--- src/rtl/time_entry_loader_pkg.sv ---
// time_entry_loader_pkg
// Shared definitions for the keypad time-entry loader: FSM state encoding,
// default key codes, digit limits and a small key-classification helper.
package time_entry_loader_pkg;

    typedef enum logic [2:0] {
        S_IDLE  = 3'd0,
        S_ENTRY = 3'd1,
        S_LOAD  = 3'd2,
        S_RUN   = 3'd3,
        S_DONE  = 3'd4
    } state_t;

    localparam logic [3:0]  KEY_START_DEF = 4'hA;
    localparam logic [3:0]  KEY_CLEAR_DEF = 4'hB;
    localparam int unsigned MAX_DIGITS    = 3;
    localparam int unsigned SEC_TENS_MAX  = 5;

    function automatic logic is_digit(input logic [3:0] code);
        return code <= 4'd9;
    endfunction

endpackage

--- src/rtl/time_entry_loader_if.sv ---
// time_entry_loader_if
// Bundles the keypad-side inputs and the counter-chain-side outputs of the
// loader.
//   master : the loader (consumes keys/timer_zero, drives digits and strobes)
//   slave  : the environment (keypad decoder + counter chain)
interface time_entry_loader_if;
    logic       key_valid;
    logic [3:0] key_code;
    logic       timer_zero;
    logic [3:0] min_ones;
    logic [3:0] sec_tens;
    logic [3:0] sec_ones;
    logic       loadn;
    logic       cnt_clrn;
    logic       en;
    logic       done;
    logic       err;

    modport master (
        input  key_valid, key_code, timer_zero,
        output min_ones, sec_tens, sec_ones, loadn, cnt_clrn, en, done, err
    );

    modport slave (
        output key_valid, key_code, timer_zero,
        input  min_ones, sec_tens, sec_ones, loadn, cnt_clrn, en, done, err
    );
endinterface

--- src/rtl/time_entry_loader_bcd_entry_shift.sv ---
// bcd_entry_shift
// Three-digit BCD shift register fed from the right, with a digit count that
// saturates at MAX_DIGITS (further shifts are ignored) and a synchronous zero.
// Ports:
//   clk, clr      : clock, asynchronous active-high reset
//   shift, din    : shift din into d0 (d2<-d1<-d0<-din)
//   zero          : clear digits and count; has priority over shift
//   d2, d1, d0    : minutes, tens-of-seconds, seconds digits
module bcd_entry_shift
    import time_entry_loader_pkg::*;
(
    input  logic       clk,
    input  logic       clr,
    input  logic       shift,
    input  logic       zero,
    input  logic [3:0] din,
    output logic [3:0] d2,
    output logic [3:0] d1,
    output logic [3:0] d0
);

    logic [1:0] count;

    always_ff @(posedge clk or posedge clr) begin
        if (clr) begin
            d2    <= '0;
            d1    <= '0;
            d0    <= '0;
            count <= '0;
        end else if (zero) begin
            d2    <= '0;
            d1    <= '0;
            d0    <= '0;
            count <= '0;
        end else if (shift && (count < 2'(MAX_DIGITS))) begin
            d2    <= d1;
            d1    <= d0;
            d0    <= din;
            count <= count + 2'd1;
        end
    end

endmodule

--- src/rtl/time_entry_loader.sv ---
// time_entry_loader
// Collects keypad digits into an M:SS value, validates it on START, then
// parallel-loads the counter chain, enables counting and waits for the chain
// to reach 0:00.
// Ports:
//   clk, clr : clock, asynchronous active-high reset
//   bus      : key_valid/key_code/timer_zero in; digits, loadn, cnt_clrn,
//              en, done, err out (all outputs registered)
module time_entry_loader
    import time_entry_loader_pkg::*;
#(
    parameter logic [3:0] KEY_START = KEY_START_DEF,
    parameter logic [3:0] KEY_CLEAR = KEY_CLEAR_DEF
) (
    input logic                 clk,
    input logic                 clr,
    time_entry_loader_if.master bus
);

    state_t     state;
    logic [3:0] d2, d1, d0;
    logic       loadn_q, cnt_clrn_q, en_q, done_q, err_q;
    logic       dig_key, start_key, clear_key, start_ok;
    logic       run_tz, run_clear, shift, zero;

    assign dig_key   = bus.key_valid && is_digit(bus.key_code);
    assign start_key = bus.key_valid && (bus.key_code == KEY_START);
    assign clear_key = bus.key_valid && (bus.key_code == KEY_CLEAR);
    assign start_ok  = (d1 <= 4'(SEC_TENS_MAX)) && ((d2 | d1 | d0) != 4'd0);

    // en is still low in the first RUN cycle (the load cycle), so it also
    // gates timer_zero while the chain settles; afterwards timer_zero beats CLEAR.
    assign run_tz    = (state == S_RUN) && en_q && bus.timer_zero;
    assign run_clear = (state == S_RUN) && clear_key && !run_tz;

    assign shift = dig_key && ((state == S_IDLE) || (state == S_ENTRY));
    assign zero  = ((state == S_ENTRY) && clear_key) || run_clear ||
                   ((state == S_DONE) && bus.key_valid);

    bcd_entry_shift u_shift (
        .clk   (clk),
        .clr   (clr),
        .shift (shift),
        .zero  (zero),
        .din   (bus.key_code),
        .d2    (d2),
        .d1    (d1),
        .d0    (d0)
    );

    always_ff @(posedge clk or posedge clr) begin
        if (clr) begin
            state      <= S_IDLE;
            loadn_q    <= 1'b1;
            cnt_clrn_q <= 1'b1;
            en_q       <= 1'b0;
            done_q     <= 1'b0;
            err_q      <= 1'b0;
        end else begin
            err_q      <= 1'b0;
            cnt_clrn_q <= 1'b1;
            case (state)
                S_IDLE: begin
                    if (dig_key)
                        state <= S_ENTRY;
                    else if (start_key)
                        err_q <= 1'b1;
                end
                S_ENTRY: begin
                    if (clear_key)
                        state <= S_IDLE;
                    else if (start_key) begin
                        if (start_ok)
                            state <= S_LOAD;
                        else
                            err_q <= 1'b1;
                    end
                end
                S_LOAD: begin
                    loadn_q <= 1'b0;
                    state   <= S_RUN;
                end
                S_RUN: begin
                    if (!en_q) begin
                        loadn_q <= 1'b1;
                        if (run_clear) begin
                            cnt_clrn_q <= 1'b0;
                            state      <= S_IDLE;
                        end else
                            en_q <= 1'b1;
                    end else if (run_tz) begin
                        en_q   <= 1'b0;
                        done_q <= 1'b1;
                        state  <= S_DONE;
                    end else if (run_clear) begin
                        en_q       <= 1'b0;
                        cnt_clrn_q <= 1'b0;
                        state      <= S_IDLE;
                    end
                end
                S_DONE: begin
                    if (bus.key_valid) begin
                        done_q <= 1'b0;
                        state  <= S_IDLE;
                    end
                end
                default: state <= S_IDLE;
            endcase
        end
    end

    assign bus.min_ones = d2;
    assign bus.sec_tens = d1;
    assign bus.sec_ones = d0;
    assign bus.loadn    = loadn_q;
    assign bus.cnt_clrn = cnt_clrn_q;
    assign bus.en       = en_q;
    assign bus.done     = done_q;
    assign bus.err      = err_q;

endmodule

--- src/flat_wrapper.sv ---
// flat-port wrapper written by rule: the top's interface ports become plain ports
module time_entry_loader_flat import time_entry_loader_pkg::*;
#(
    parameter logic [3:0] KEY_START = KEY_START_DEF,
    parameter logic [3:0] KEY_CLEAR = KEY_CLEAR_DEF
)
  (clk, clr, bus_key_valid, bus_key_code, bus_timer_zero, bus_min_ones, bus_sec_tens, bus_sec_ones, bus_loadn, bus_cnt_clrn, bus_en, bus_done, bus_err);
  time_entry_loader_if bus_i ();
  input logic clk;
  input logic clr;
  input wire logic [$bits(bus_i.key_valid)-1:0] bus_key_valid;
  input wire logic [$bits(bus_i.key_code)-1:0] bus_key_code;
  input wire logic [$bits(bus_i.timer_zero)-1:0] bus_timer_zero;
  output wire logic [$bits(bus_i.min_ones)-1:0] bus_min_ones;
  output wire logic [$bits(bus_i.sec_tens)-1:0] bus_sec_tens;
  output wire logic [$bits(bus_i.sec_ones)-1:0] bus_sec_ones;
  output wire logic [$bits(bus_i.loadn)-1:0] bus_loadn;
  output wire logic [$bits(bus_i.cnt_clrn)-1:0] bus_cnt_clrn;
  output wire logic [$bits(bus_i.en)-1:0] bus_en;
  output wire logic [$bits(bus_i.done)-1:0] bus_done;
  output wire logic [$bits(bus_i.err)-1:0] bus_err;
  assign bus_i.key_valid = bus_key_valid;
  assign bus_i.key_code = bus_key_code;
  assign bus_i.timer_zero = bus_timer_zero;
  assign bus_min_ones = bus_i.min_ones;
  assign bus_sec_tens = bus_i.sec_tens;
  assign bus_sec_ones = bus_i.sec_ones;
  assign bus_loadn = bus_i.loadn;
  assign bus_cnt_clrn = bus_i.cnt_clrn;
  assign bus_en = bus_i.en;
  assign bus_done = bus_i.done;
  assign bus_err = bus_i.err;
  time_entry_loader #(.KEY_START(KEY_START), .KEY_CLEAR(KEY_CLEAR)) u_core (.clk(clk), .clr(clr), .bus(bus_i));
endmodule
--- config.mk ---
export PLATFORM = sky130hd
export DESIGN_NAME = time_entry_loader_flat
export DESIGN_NICKNAME = d
export VERILOG_FILES = /design/src/rtl/time_entry_loader_pkg.sv /design/src/rtl/time_entry_loader_if.sv /design/src/rtl/time_entry_loader_bcd_entry_shift.sv /design/src/rtl/time_entry_loader.sv /design/src/flat_wrapper.sv
export SDC_FILE = /design/constraint.sdc
export NUM_CORES = 1
export LEC_CHECK = 0
export BUFFER_PORTS_ARGS = -buffer_cell sky130_fd_sc_hd__clkbuf_2
export CAP_MARGIN = 20
export CORE_MARGIN = 2
export CORE_UTILIZATION = 56
export CTS_CLUSTER_DIAMETER = 80
export DETAILED_ROUTE_END_ITERATION = 6
export GPL_TIMING_DRIVEN = 0
export PLACE_DENSITY = 0.94
export SLEW_MARGIN = 15
export SYNTH_ARGS = -nofsm -noshare
export SYNTH_HDL_FRONTEND = slang
export SYNTH_SLANG_ARGS = --single-unit
--- constraint.sdc ---
create_clock -name clk -period 2.3 [get_ports clk]
set_clock_uncertainty 0.2 [all_clocks]
set_input_delay 0.46 -clock clk [delete_from_list [all_inputs] [get_ports clk]]
set_output_delay 0.46 -clock clk [all_outputs]
set_load 0.02 [all_outputs]
==> results of run 1 <==
==> final cells by class <==
class,instances,area [um^2],share of cell area (%)
flip-flops and latches,22,553,42.8
inverters,2,7.51,0.581
repair buffers,24,120,9.29
plain buffers,5,43.8,3.39
multi-input cells,71,512,39.6
clock buffers,3,22.5,1.74
well taps,27,33.8,2.61
==> sequential cells by signal, indices dropped and copies added (netlist names) <==
| signal | cells |
|---|---|
| u_core.bus.en | 1 |
| u_core.u_shift.d1 | 4 |
| u_core.bus.loadn | 1 |
| u_core.state | 3 |
| u_core.bus.done | 1 |
| u_core.u_shift.d2 | 4 |
| u_core.bus.cnt_clrn | 1 |
| u_core.bus.err | 1 |
| u_core.u_shift.count | 2 |
| u_core.u_shift.d0 | 4 |
==> worst max path at each step <==
stage                    startpoint                       to  slack [ps]
2_1_floorplan       bus_key_code[1]  u_core.u_shift.count[0]         730
3_3_place_gp        bus_key_code[1]  u_core.u_shift.count[0]         520
3_5_place_dp        bus_key_code[1]     u_core.u_shift.d0[2]         480
4_1_cts        u_core.u_shift.d0[3]          u_core.state[0]         550
5_1_grt             u_core.state[2]     u_core.u_shift.d0[0]         490
6_report       u_core.u_shift.d0[3]          u_core.state[0]         540
==> metrics by stage <==
stage,setup slack (ps),hold WS (ps),power (W)
after floorplan,729,248,0.00130
after global placement,518,302,0.00150
after detailed placement,484,309,0.00155
after CTS,555,102,0.00174
after global routing,486,163,0.00185
final,544,76.5,0.00174
==> power groups by stage <==
stage	clock, W	combinational, W	sequential, W
floorplan	0	0.000463	0.000835
global placement	0	0.000801	0.000700
detailed placement	0	0.000835	0.000713
CTS	0.000176	0.000845	0.000716
global route	0.000194	0.000915	0.000739
finish	0.000175	0.000841	0.000720
==> Yosys cell counts <==
cell type and instances:
sky130_fd_sc_hd__dfrtp_1 20, sky130_fd_sc_hd__nor2_1 15, sky130_fd_sc_hd__mux2i_1 13, sky130_fd_sc_hd__nand2_1 6, sky130_fd_sc_hd__a21oi_1 5, sky130_fd_sc_hd__buf_6 3
sky130_fd_sc_hd__a31oi_1 2, sky130_fd_sc_hd__buf_2 2, sky130_fd_sc_hd__dfstp_2 2, sky130_fd_sc_hd__inv_1 2, sky130_fd_sc_hd__nand2b_1 2, sky130_fd_sc_hd__nand3_1 2
sky130_fd_sc_hd__nand3b_1 2, sky130_fd_sc_hd__nor3_1 2, sky130_fd_sc_hd__nor4_1 2, sky130_fd_sc_hd__a2111oi_2 1, sky130_fd_sc_hd__a211oi_2 1, sky130_fd_sc_hd__a22o_1 1
sky130_fd_sc_hd__a2bb2oi_1 1, sky130_fd_sc_hd__a41o_1 1, sky130_fd_sc_hd__and2_4 1, sky130_fd_sc_hd__and4b_4 1, sky130_fd_sc_hd__ha_1 1, sky130_fd_sc_hd__nand2_4 1
sky130_fd_sc_hd__nand4b_2 1, sky130_fd_sc_hd__nor2_2 1, sky130_fd_sc_hd__nor2_4 1, sky130_fd_sc_hd__nor2b_1 1, sky130_fd_sc_hd__nor3b_1 1, sky130_fd_sc_hd__o211a_1 1
sky130_fd_sc_hd__o21ai_1 1, sky130_fd_sc_hd__o21ai_4 1, sky130_fd_sc_hd__o22a_1 1, sky130_fd_sc_hd__o2bb2ai_1 1, sky130_fd_sc_hd__xor2_1 1
==> kinds of logic after synthesis <==
logic type / synth area share [%]
AND/OR/NAND/NOR: 19.6
flip-flops: 49.6
AO/OA/AOI/OAI: 12.7
multiplexers: 11.7
buffers and inverters: 4.60
XOR/XNOR: 0.785
adder cells (fa/ha/maj): 1.12
==> metal layers <==
metal	vias to the layer above	track usage, %	share of wire [%]	routed length, um
met1	429	29.3	41	1010
met4	0	9.05	3.8	93
met3	11	3.70	6.4	157
met5	-	0	0	0
met2	48	40.2	48	1180
li1	411	-	-	-
==> qor.txt, run 1 <==
STATUS
----------------------------------------------------------------------------------
Run status                                                            finished, final reports clean

CLOCKING
----------------------------------------------------------------------------------
Longest Clk Path Bufs                                                            2
Clock latency on the worst-skew pair                                        310 ps
Clk slew on worst S/H paths                                                 120 ps
Root Buffer                                                           sky130_fd_sc_hd__clkbuf_4
CTS Buf Count                                                                    3
H-tree depth                                                                     1
Total number of clock tree sinks                                                22
Clock tree from TritonCTS                                                     done
Number of hold buffers added after cts                                           0
Resize count post-CTS                                                            0
Postcts setup bufs                                                               0

SETUP PATH
----------------------------------------------------------------------------------
Critical Path Fanout Max                                                         4
Class of the most critical setup path                                      reg2reg
CP cell instances                                                     nor4_1 -> nand3_1 -> a211oi_2 -> a2bb2oi_1
Slowest cell on the critical path                                     sky130_fd_sc_hd__dfrtp_1
Depth of the worst register-to-register path                                     4
FF-to-FF setup slack                                                        540 ps
Cell type group with the largest total delay on the critical path     compound AO/OA/AOI/OAI gates
Delay of the slowest critical-path stage                                    440 ps
Logic depth of the worst path, buffers included                                  4
CP Launch Type                                                           flip-flop
Worst EP required                                                          2350 ps
Critical Path Sink Type                                                  flip-flop
Startpoint of the most critical register-to-register path             u_core.u_shift.d0[3]
Number of buffer and inverter instances along the worst setup path               0
Arrival time worst endpoint                                                1800 ps
Reg-to-reg critical path endpoint                                     u_core.state[0]

CELLS AND AREA
----------------------------------------------------------------------------------
Core Util, Final                                                             67.3%
Most common cell after layout, fill and taps aside                    sky130_fd_sc_hd__clkbuf_2
Commonest cells after routing, fill and taps aside                    24 x sky130_fd_sc_hd__clkbuf_2, 20 x sky130_fd_sc_hd__dfrtp_1, 15 x sky130_fd_sc_hd__nor2_1, 13 x sky130_fd_sc_hd__mux2i_1, 6 x sky130_fd_sc_hd__nand2_1
Final design area excluding fillers                                      1290 um^2
Fin nets                                                                       138
Filler cell count in the final layout                                          168
Area growth, synth to finish                                                 15.8%
Layout cells sized above 1                                                   33.9%
Final standard cell count with taps included and fillers excluded              154
Diode count                                                                      0

TIMING
----------------------------------------------------------------------------------
Transition at the pin with the smallest max-transition slack                831 ps
Fmax achieved                                                            0.569 GHz
Hold violation total from the final report                                       0
Relative slew margins                                                        44.5%
Final cycle utilization of the critical path                                 76.4%
Unrepaired setup endpoints after global routing                                 no
Total setup violations reported at the end of the flow                           0
Final worst path period need                                               1760 ps
Final Slew Violations                                                            0
Setup TNS after final layout                                                  0 ps

GLOBAL ROUTING
----------------------------------------------------------------------------------
Overall Global Routing Usage                                                 23.3%
Maximum number of pins on one net before global-route repair                    23
Overflow left after global routing                                               0
Global-route wire length before repair                                     4170 um
Initial antenna violation count                                                  0
Via count of the first global-routing pass                                     870

ROUTE
----------------------------------------------------------------------------------
Count of unresolved DRC violations after routing                                 0
Remaining number of nets flagged by the antenna check after routing              0
1st-iter DRT viols                                                              13
Total routed wirelength                                                    2440 um
Drt wl/cell                                                                15.9 um
Total via count in the routed design                                           899
Detailed-routing iteration count for the pre-antenna-repair pass                 6
Routed vias/inst                                                              5.84

YOSYS
----------------------------------------------------------------------------------
Area share of the largest cell type after synthesis                          44.8%
Number of distinct library cells after synthesis                                35
Count of state elements after synthesis                                         22
Synth warnings                                                                   0
Gate count of the mapped netlist                                               100
Synth top area cells                                                  sky130_fd_sc_hd__dfrtp_1 45%, sky130_fd_sc_hd__mux2i_1 12%, sky130_fd_sc_hd__nor2_1 5.0%, sky130_fd_sc_hd__dfstp_2 4.7%, sky130_fd_sc_hd__buf_6 3.0%
Post-Syn Area                                                            1120 um^2
Net count after synthesis                                                      109
Part of the Yosys area used for sequential elements                          49.6%
Mean cell area of the mapped netlist                                     11.2 um^2
Leading area contributor after synthesis                              sky130_fd_sc_hd__dfrtp_1

POWER
----------------------------------------------------------------------------------
Design internal power                                                   0.000953 W
Peak VDD IR                                                               0.811 mV
Portion of total power attributed to sequential cells                        41.5%
Part of the power in the clock network                                       10.1%
Share of power burned in combinational logic                                 48.4%
Switching pwr                                                           0.000784 W
Leakage power summed over all cells                                       0.700 nW
Switching share of total power                                               45.2%
Power per Cell Area                                                   1340 nW/um^2

FLOW RUN
----------------------------------------------------------------------------------
# Max-Cap Violations                                                             0

DIE
----------------------------------------------------------------------------------
DIE WIDTH                                                                  48.6 um
Count of standard-cell rows                                                     16
Core Area                                                                1920 um^2
Vertical die dimension                                                     48.6 um
Count of boundary I/O pins                                                      25
Starting Density                                                             58.1%
Die ar.                                                                  2370 um^2

PLACEMENT
----------------------------------------------------------------------------------
HPWL after DPL                                                             1650 um
Gp weighted congestion                                                       0.820
Post-Place Cell Area                                                     1270 um^2
Count of buffers inserted at the top-level ports                                24
Cells after DPL                                                                151

HOLD PATH
----------------------------------------------------------------------------------
Min-delay worst type                                                      in2async

Power figures use the tool's default switching activity.
==> run 2: changes to the inputs <==
--- a/config.mk
+++ b/config.mk
@@ -8,11 +8,11 @@
 export BUFFER_PORTS_ARGS = -buffer_cell sky130_fd_sc_hd__clkbuf_2
 export CAP_MARGIN = 20
 export CORE_MARGIN = 2
-export CORE_UTILIZATION = 56
+export CORE_UTILIZATION = 47
 export CTS_CLUSTER_DIAMETER = 80
 export DETAILED_ROUTE_END_ITERATION = 6
 export GPL_TIMING_DRIVEN = 0
-export PLACE_DENSITY = 0.94
+export PLACE_DENSITY = 0.86
 export SLEW_MARGIN = 15
 export SYNTH_ARGS = -nofsm -noshare
 export SYNTH_HDL_FRONTEND = slang
==> constraint.sdc (replaced) <==
create_clock -name clk -period 1.6 [get_ports clk]
set_clock_uncertainty 0.2 [all_clocks]
set_input_delay 0.32 -clock clk [delete_from_list [all_inputs] [get_ports clk]]
set_output_delay 0.32 -clock clk [all_outputs]
set_load 0.02 [all_outputs]
==> run 2 against run 1 <==
  * The flow now finishes with violations (negative setup slack)
  * Sequential power increased by 40%
  * Combinational power is 82% higher
  * Largest cell class unchanged
  * Register-to-register slack worse by 610 ps
  * Clock power rose to 2.5 times the previous value
  * Hold slack worse by 3.9 ps
  * Clock-buffer cell count did not move
  * Cell area increased by 15%
  * Non-clock buffer count rose by 12
  * Critical path depth is the same
  * Total power grew 72%
  * Via count rose by 4.6%
==> qor.txt, run 2 (synthesis results as in run 1) <==
STATUS
----------------------------------------------------------------------------------
Run status                                                            finished, violations left
Violated checks                                                       negative setup slack

CELLS AND AREA
----------------------------------------------------------------------------------
Commonest cells after routing, fill and taps aside                    24 x sky130_fd_sc_hd__clkbuf_2, 20 x sky130_fd_sc_hd__dfrtp_1, 15 x sky130_fd_sc_hd__nor2_1, 12 x sky130_fd_sc_hd__mux2i_1, 9 x sky130_fd_sc_hd__buf_4
Most common cell after layout, fill and taps aside                    sky130_fd_sc_hd__clkbuf_2
Filler cell count in the final layout                                          157
Largest registers                                                     u_core.u_shift.d0 (4), u_core.u_shift.d1 (4), u_core.u_shift.d2 (4)
Fin nets                                                                       150
Layout cells sized above 1                                                   42.9%
Diode count                                                                      0
Area growth, synth to finish                                                 33.1%
Core Util, Final                                                             66.5%

CLOCKING
----------------------------------------------------------------------------------
H-tree depth                                                                     1
Clock tree from TritonCTS                                                     done
CTS Buf Count                                                                    3
Clock latency on the worst-skew pair                                        320 ps
Longest Clk Path Bufs                                                            2
Clk slew on worst S/H paths                                                 140 ps
Root Buffer                                                           sky130_fd_sc_hd__clkbuf_4
Total number of clock tree sinks                                                22

POWER
----------------------------------------------------------------------------------
Power per Cell Area                                                   2010 nW/um^2
Peak VDD IR                                                                1.04 mV
Leakage power summed over all cells                                       0.786 nW

DIE
----------------------------------------------------------------------------------
Starting Density                                                             50.0%
Die ar.                                                                  2780 um^2
Count of standard-cell rows                                                     17
Core Area                                                                2230 um^2
DIE WIDTH                                                                  52.7 um
Vertical die dimension                                                     52.7 um
Count of boundary I/O pins                                                      25

ROUTE
----------------------------------------------------------------------------------
Met3 wire length                                                            110 um
Routed vias/inst                                                              5.60
Remaining number of nets flagged by the antenna check after routing              0
Total routed wirelength                                                    2660 um
Detailed route wirelength on metal2                                        1360 um
Total via count in the routed design                                           940
Count of unresolved DRC violations after routing                                 0
1st-iter DRT viols                                                              25
Drt wl/cell                                                                15.8 um
Detailed-routing iteration count for the pre-antenna-repair pass                 4
Highest metal layer with signal wires                                         met4
WL met1                                                                    1160 um

SETUP PATH
----------------------------------------------------------------------------------
Critical Path Fanout Max                                                         5
Delay of the slowest critical-path stage                                    450 ps
Class of the most critical setup path                                      reg2reg
Arrival time worst endpoint                                                1710 ps
Critical Path Sink Type                                                  flip-flop
Worst EP required                                                          1640 ps
Slowest cell on the critical path                                     sky130_fd_sc_hd__dfrtp_1
CP cell instances                                                     nor3_1 -> nand3_1 -> a211oi_2 -> a2bb2oi_1
Cell type group with the largest total delay on the critical path     compound AO/OA/AOI/OAI gates
Number of buffer and inverter instances along the worst setup path               0
CP Launch Type                                                           flip-flop

PLACEMENT
----------------------------------------------------------------------------------
Gp weighted congestion                                                       0.825
Pre-CTS worst setup slack                                                 -86.2 ps
Count of buffers inserted at the top-level ports                                24
HPWL after DPL                                                             1600 um

TIMING
----------------------------------------------------------------------------------
Final cycle utilization of the critical path                                  104%
Hold violation total from the final report                                       0
Transition at the pin with the smallest max-transition slack                819 ps
Relative slew margins                                                        45.3%
Final worst path period need                                               1660 ps
Final Slew Violations                                                            0
Fmax achieved                                                            0.601 GHz
Final setup slack of the worst path                                       -64.8 ps
Total setup violations reported at the end of the flow                           2
Unrepaired setup endpoints after global routing                                yes

GLOBAL ROUTING
----------------------------------------------------------------------------------
Overflow left after global routing                                               0
Global-route wire length before repair                                     4440 um
Via count of the first global-routing pass                                     920
Overall Global Routing Usage                                                 21.9%
Initial antenna violation count                                                  0
Maximum number of pins on one net before global-route repair                    23

FLOW RUN
----------------------------------------------------------------------------------
# Max-Cap Violations                                                             0

HOLD PATH
----------------------------------------------------------------------------------
Min-delay worst type                                                        in2reg

[run 2: cell count changes in the layout (fill, tap and decap cells not counted), sizes merged]
| cell | previous run | this run |
|---|---|---|
| buf | 5 | 15 |
| dlygate4sd3 | 0 | 1 |
| bufinv | 0 | 1 |
| clkbuf | 27 | 28 |
[run 2: worst paths after layout]
path                                       from  slack [ps]  cells past startpoint                 endpoint
max                        u_core.u_shift.d1[2]         -60                      4          u_core.state[0]
min                             bus_key_code[3]          70                      3     u_core.u_shift.d0[3]
max reg2reg                u_core.u_shift.d1[2]         -60                      4          u_core.state[0]
min reg2reg                    u_core.bus.loadn         320                      1         u_core.bus.loadn
max in group asynchronous                   clr         220                      3  u_core.u_shift.count[0]
min in group asynchronous                   clr         470                      3     u_core.u_shift.d2[0]
[run 2: what timing repair did]
item / CTS / global route
hold buffers: 1 / 0
gates resized for setup: 8 / 4
pin swaps: 4 / 2
hold endpoints to repair: 20 / 0
endpoints found under the setup margin: 13 / 18
gates cloned: 1 / 0
setup buffers: 9 / 1
[run 2: area by class of cell]
cell class	instances	area (um^2)	share of cell area [%]
buffer	5	53.8	3.62
timing repair buffer	36	234	15.8
tap	28	35.0	2.36
sequential	22	553	37.2
clock inverter	1	30.0	2.02
multi-input combinational	71	549	37.0
inverter	2	7.51	0.505
clock buffer	3	22.5	1.52
[run 2: power breakdown]
| part | total (W) | internal (W) | switching, W |
|---|---|---|---|
| Combinational | 0.00153 | 0.000701 | 0.000825 |
| Sequential | 0.00101 | 0.000794 | 0.000220 |
| Clock | 0.000441 | 0.000253 | 0.000187 |
[run 2: stage by stage]
stage | instances | power [W] | hold WS, ps | TNS, ps | instance area, um^2
detailed placement | 152 | 0.00221 | 305 | -815 | 1270
global placement | 152 | 0.00217 | 286 | -500 | 1270
CTS | 167 | 0.00290 | 83.9 | -18.7 | 1470
floorplan | 100 | 0.00187 | 108 | 0 | 1120
finish | 168 | 0.00298 | 72.7 | -111 | 1490
global route | 168 | 0.00315 | 81.6 | -546 | 1490
[run 2: worst reg2reg max path: cells and delay by family, from the launching register on]
| family | cells | cell delay (ps) |
|---|---|---|
| DFF | 1 | 450 |
| AOI/OAI and AO/OA | 2 | 510 |
| and+or+nand+nor | 2 | 420 |
[run 2: routing by layer]
metal | track usage, % | vias up
met1 | 29.7 | 457
met4 | 8.12 | 0
met2 | 34.8 | 39
li1 | - | 438
met3 | 3.71 | 6
met5 | 0 | -
==> run 3: changes to the inputs <==
--- a/config.mk
+++ b/config.mk
@@ -13,6 +13,7 @@
 export DETAILED_ROUTE_END_ITERATION = 6
 export GPL_TIMING_DRIVEN = 0
 export PLACE_DENSITY = 0.86
+export SKIP_CTS_REPAIR_TIMING = 1
 export SLEW_MARGIN = 15
 export SYNTH_ARGS = -nofsm -noshare
 export SYNTH_HDL_FRONTEND = slang
==> run 3 against run 2 <==
  * The flow finishes with violations (negative hold slack, negative setup slack)
  * Via count shrank 6.3%
  * Cell area shrank 7.0%
  * Die area is the same
  * Total power shrank 7.6%
  * Combinational power shrank 15%
  * Routed wire length shrank 12%
  * Worst setup slack gained 27 ps
  * Utilization shrank 4.6 points
  * Critical path type unchanged
  * Largest cell class unchanged
  * Largest power group unchanged
  * Highest routed layer unchanged
==> qor.txt, run 3 (synthesis results as in run 1) <==
TIMING
----------------------------------------------------------------------------------
Fmax achieved                                                            0.611 GHz
Final setup slack of the worst path                                       -37.4 ps
Hold violation total from the final report                                      20
Final Slew Violations                                                            0
Total setup violations reported at the end of the flow                           2
Transition at the pin with the smallest max-transition slack                821 ps
Final cycle utilization of the critical path                                  102%
Worst hold slack after final layout                                       -64.5 ps
Final worst path period need                                               1640 ps
Unrepaired setup endpoints after global routing                                yes
Relative slew margins                                                        45.2%

ROUTE
----------------------------------------------------------------------------------
Total via count in the routed design                                           881
Remaining number of nets flagged by the antenna check after routing              0
Total routed wirelength                                                    2350 um
Drt wl/cell                                                                14.8 um
1st-iter DRT viols                                                              26
Routed vias/inst                                                              5.54
Count of unresolved DRC violations after routing                                 0
Detailed-routing iteration count for the pre-antenna-repair pass                 4

CLOCKING
----------------------------------------------------------------------------------
Clk slew on worst S/H paths                                                 120 ps
Clock latency on the worst-skew pair                                        300 ps
Total number of clock tree sinks                                                22
CTS Buf Count                                                                    3
Root Buffer                                                           sky130_fd_sc_hd__clkbuf_4
Clock tree from TritonCTS                                                     done
H-tree depth                                                                     1
Longest Clk Path Bufs                                                            2

GLOBAL ROUTING
----------------------------------------------------------------------------------
Initial antenna violation count                                                  0
Overall Global Routing Usage                                                 19.2%
Via count of the first global-routing pass                                     839
Maximum number of pins on one net before global-route repair                    23
Global-route wire length before repair                                     3940 um
Overflow left after global routing                                               0

DIE
----------------------------------------------------------------------------------
Count of boundary I/O pins                                                      25
Vertical die dimension                                                     52.7 um
DIE WIDTH                                                                  52.7 um
Count of standard-cell rows                                                     17
Core Area                                                                2230 um^2
Starting Density                                                             50.0%
Die ar.                                                                  2780 um^2

STATUS
----------------------------------------------------------------------------------
Violated checks                                                       negative hold slack, negative setup slack
Run status                                                            finished, violations left

SETUP PATH
----------------------------------------------------------------------------------
CP Launch Type                                                           flip-flop
Critical Path Fanout Max                                                         4
Arrival time worst endpoint                                                1670 ps
Worst EP required                                                          1640 ps
Depth of the worst register-to-register path                                     4
Critical Path Sink Type                                                  flip-flop
Class of the most critical setup path                                      reg2reg

CELLS AND AREA
----------------------------------------------------------------------------------
Fin nets                                                                       141
Flip-flop and latch area                                                  553 um^2
Layout cells sized above 1                                                   38.9%
Largest registers                                                     u_core.u_shift.d0 (4), u_core.u_shift.d1 (4), u_core.u_shift.d2 (4)
Area growth, synth to finish                                                 23.8%
Diode count                                                                      0
Core Util, Final                                                             61.8%
Commonest cells after routing, fill and taps aside                    24 x sky130_fd_sc_hd__clkbuf_2, 20 x sky130_fd_sc_hd__dfrtp_1, 15 x sky130_fd_sc_hd__nor2_1, 13 x sky130_fd_sc_hd__mux2i_1, 6 x sky130_fd_sc_hd__nand2_1
Final standard cell count with taps included and fillers excluded              159
Filler cell count in the final layout                                          180
Footprint of the multi-input gates                                        543 um^2
Most common cell after layout, fill and taps aside                    sky130_fd_sc_hd__clkbuf_2

POWER
----------------------------------------------------------------------------------
Power per Cell Area                                                   1990 nW/um^2
Peak VDD IR                                                               0.955 mV
Leakage power summed over all cells                                       0.735 nW
Overall power after layout                                               0.00275 W

PLACEMENT
----------------------------------------------------------------------------------
HPWL after DPL                                                             1600 um
Gp weighted congestion                                                       0.825
Pre-CTS worst setup slack                                                 -86.2 ps
Cells after DPL                                                                152
Count of buffers inserted at the top-level ports                                24

HOLD PATH
----------------------------------------------------------------------------------
Min-delay worst type                                                      in2async

FLOW RUN
----------------------------------------------------------------------------------
# Max-Cap Violations                                                             0

## run 3: cell types whose count changed in the layout (fill, tap and decap cells not counted), sizes merged
cell         before  now
dlygate4sd3       1    0
clkbuf           28   27
buf              15    8
## run 3: worst max-delay path, cell delays in order (launching register included)
cell                        delay, ps
sky130_fd_sc_hd__dfrtp_1          440
sky130_fd_sc_hd__nor4_2           270
sky130_fd_sc_hd__nand3_1          120
sky130_fd_sc_hd__a211oi_2         340
sky130_fd_sc_hd__a2bb2oi_1        190
## run 3: area by class of cell
type / instances / share of cell area (%)
multi-input combinational: 71 / 39.3
timing repair buffer: 27 / 10.3
buffer: 5 / 3.44
clock buffer: 3 / 1.63
tap: 28 / 2.54
clock inverter: 1 / 2.17
inverter: 2 / 0.543
sequential: 22 / 40.0
## run 3: power by group
part / switching, W / internal [W] / leakage, nW / total (W)
clock network: 0.000172 / 0.000253 / 0.0279 / 0.000425
registers: 0.000239 / 0.000793 / 0.269 / 0.00103
logic: 0.000742 / 0.000554 / 0.438 / 0.00130
total: 0.00115 / 0.00160 / 0.735 / 0.00275
## run 3: layer usage
layer,global-route usage [%],routed length (um),vias up
li1,-,-,418
met1,25.2,987,438
met2,32.3,1280,21
met3,1.71,57,4
met4,8.12,29,0
met5,0,0,-
## run 3: worst paths after layout
kind	startpoint	to	slack, ps
setup / recovery	u_core.u_shift.d0[3]	u_core.state[0]	-40
hold / removal	clr	u_core.u_shift.d1[2]	-60
setup reg to reg	u_core.u_shift.d0[3]	u_core.state[0]	-40
hold reg to reg	u_core.bus.loadn	u_core.bus.loadn	320
max in group asynchronous	clr	u_core.u_shift.d0[0]	760
min in group clk	bus_key_code[2]	u_core.u_shift.d0[2]	90
## run 3: stage by stage
| stage | TNS [ps] | cell area, um^2 |
|---|---|---|
| 6_report | -53.6 | 1380 |
| 5_1_grt | -677 | 1380 |
| 4_1_cts | -1130 | 1320 |
| 3_5_place_dp | -815 | 1270 |
| 3_3_place_gp | -500 | 1270 |
| 2_1_floorplan | 0 | 1120 |
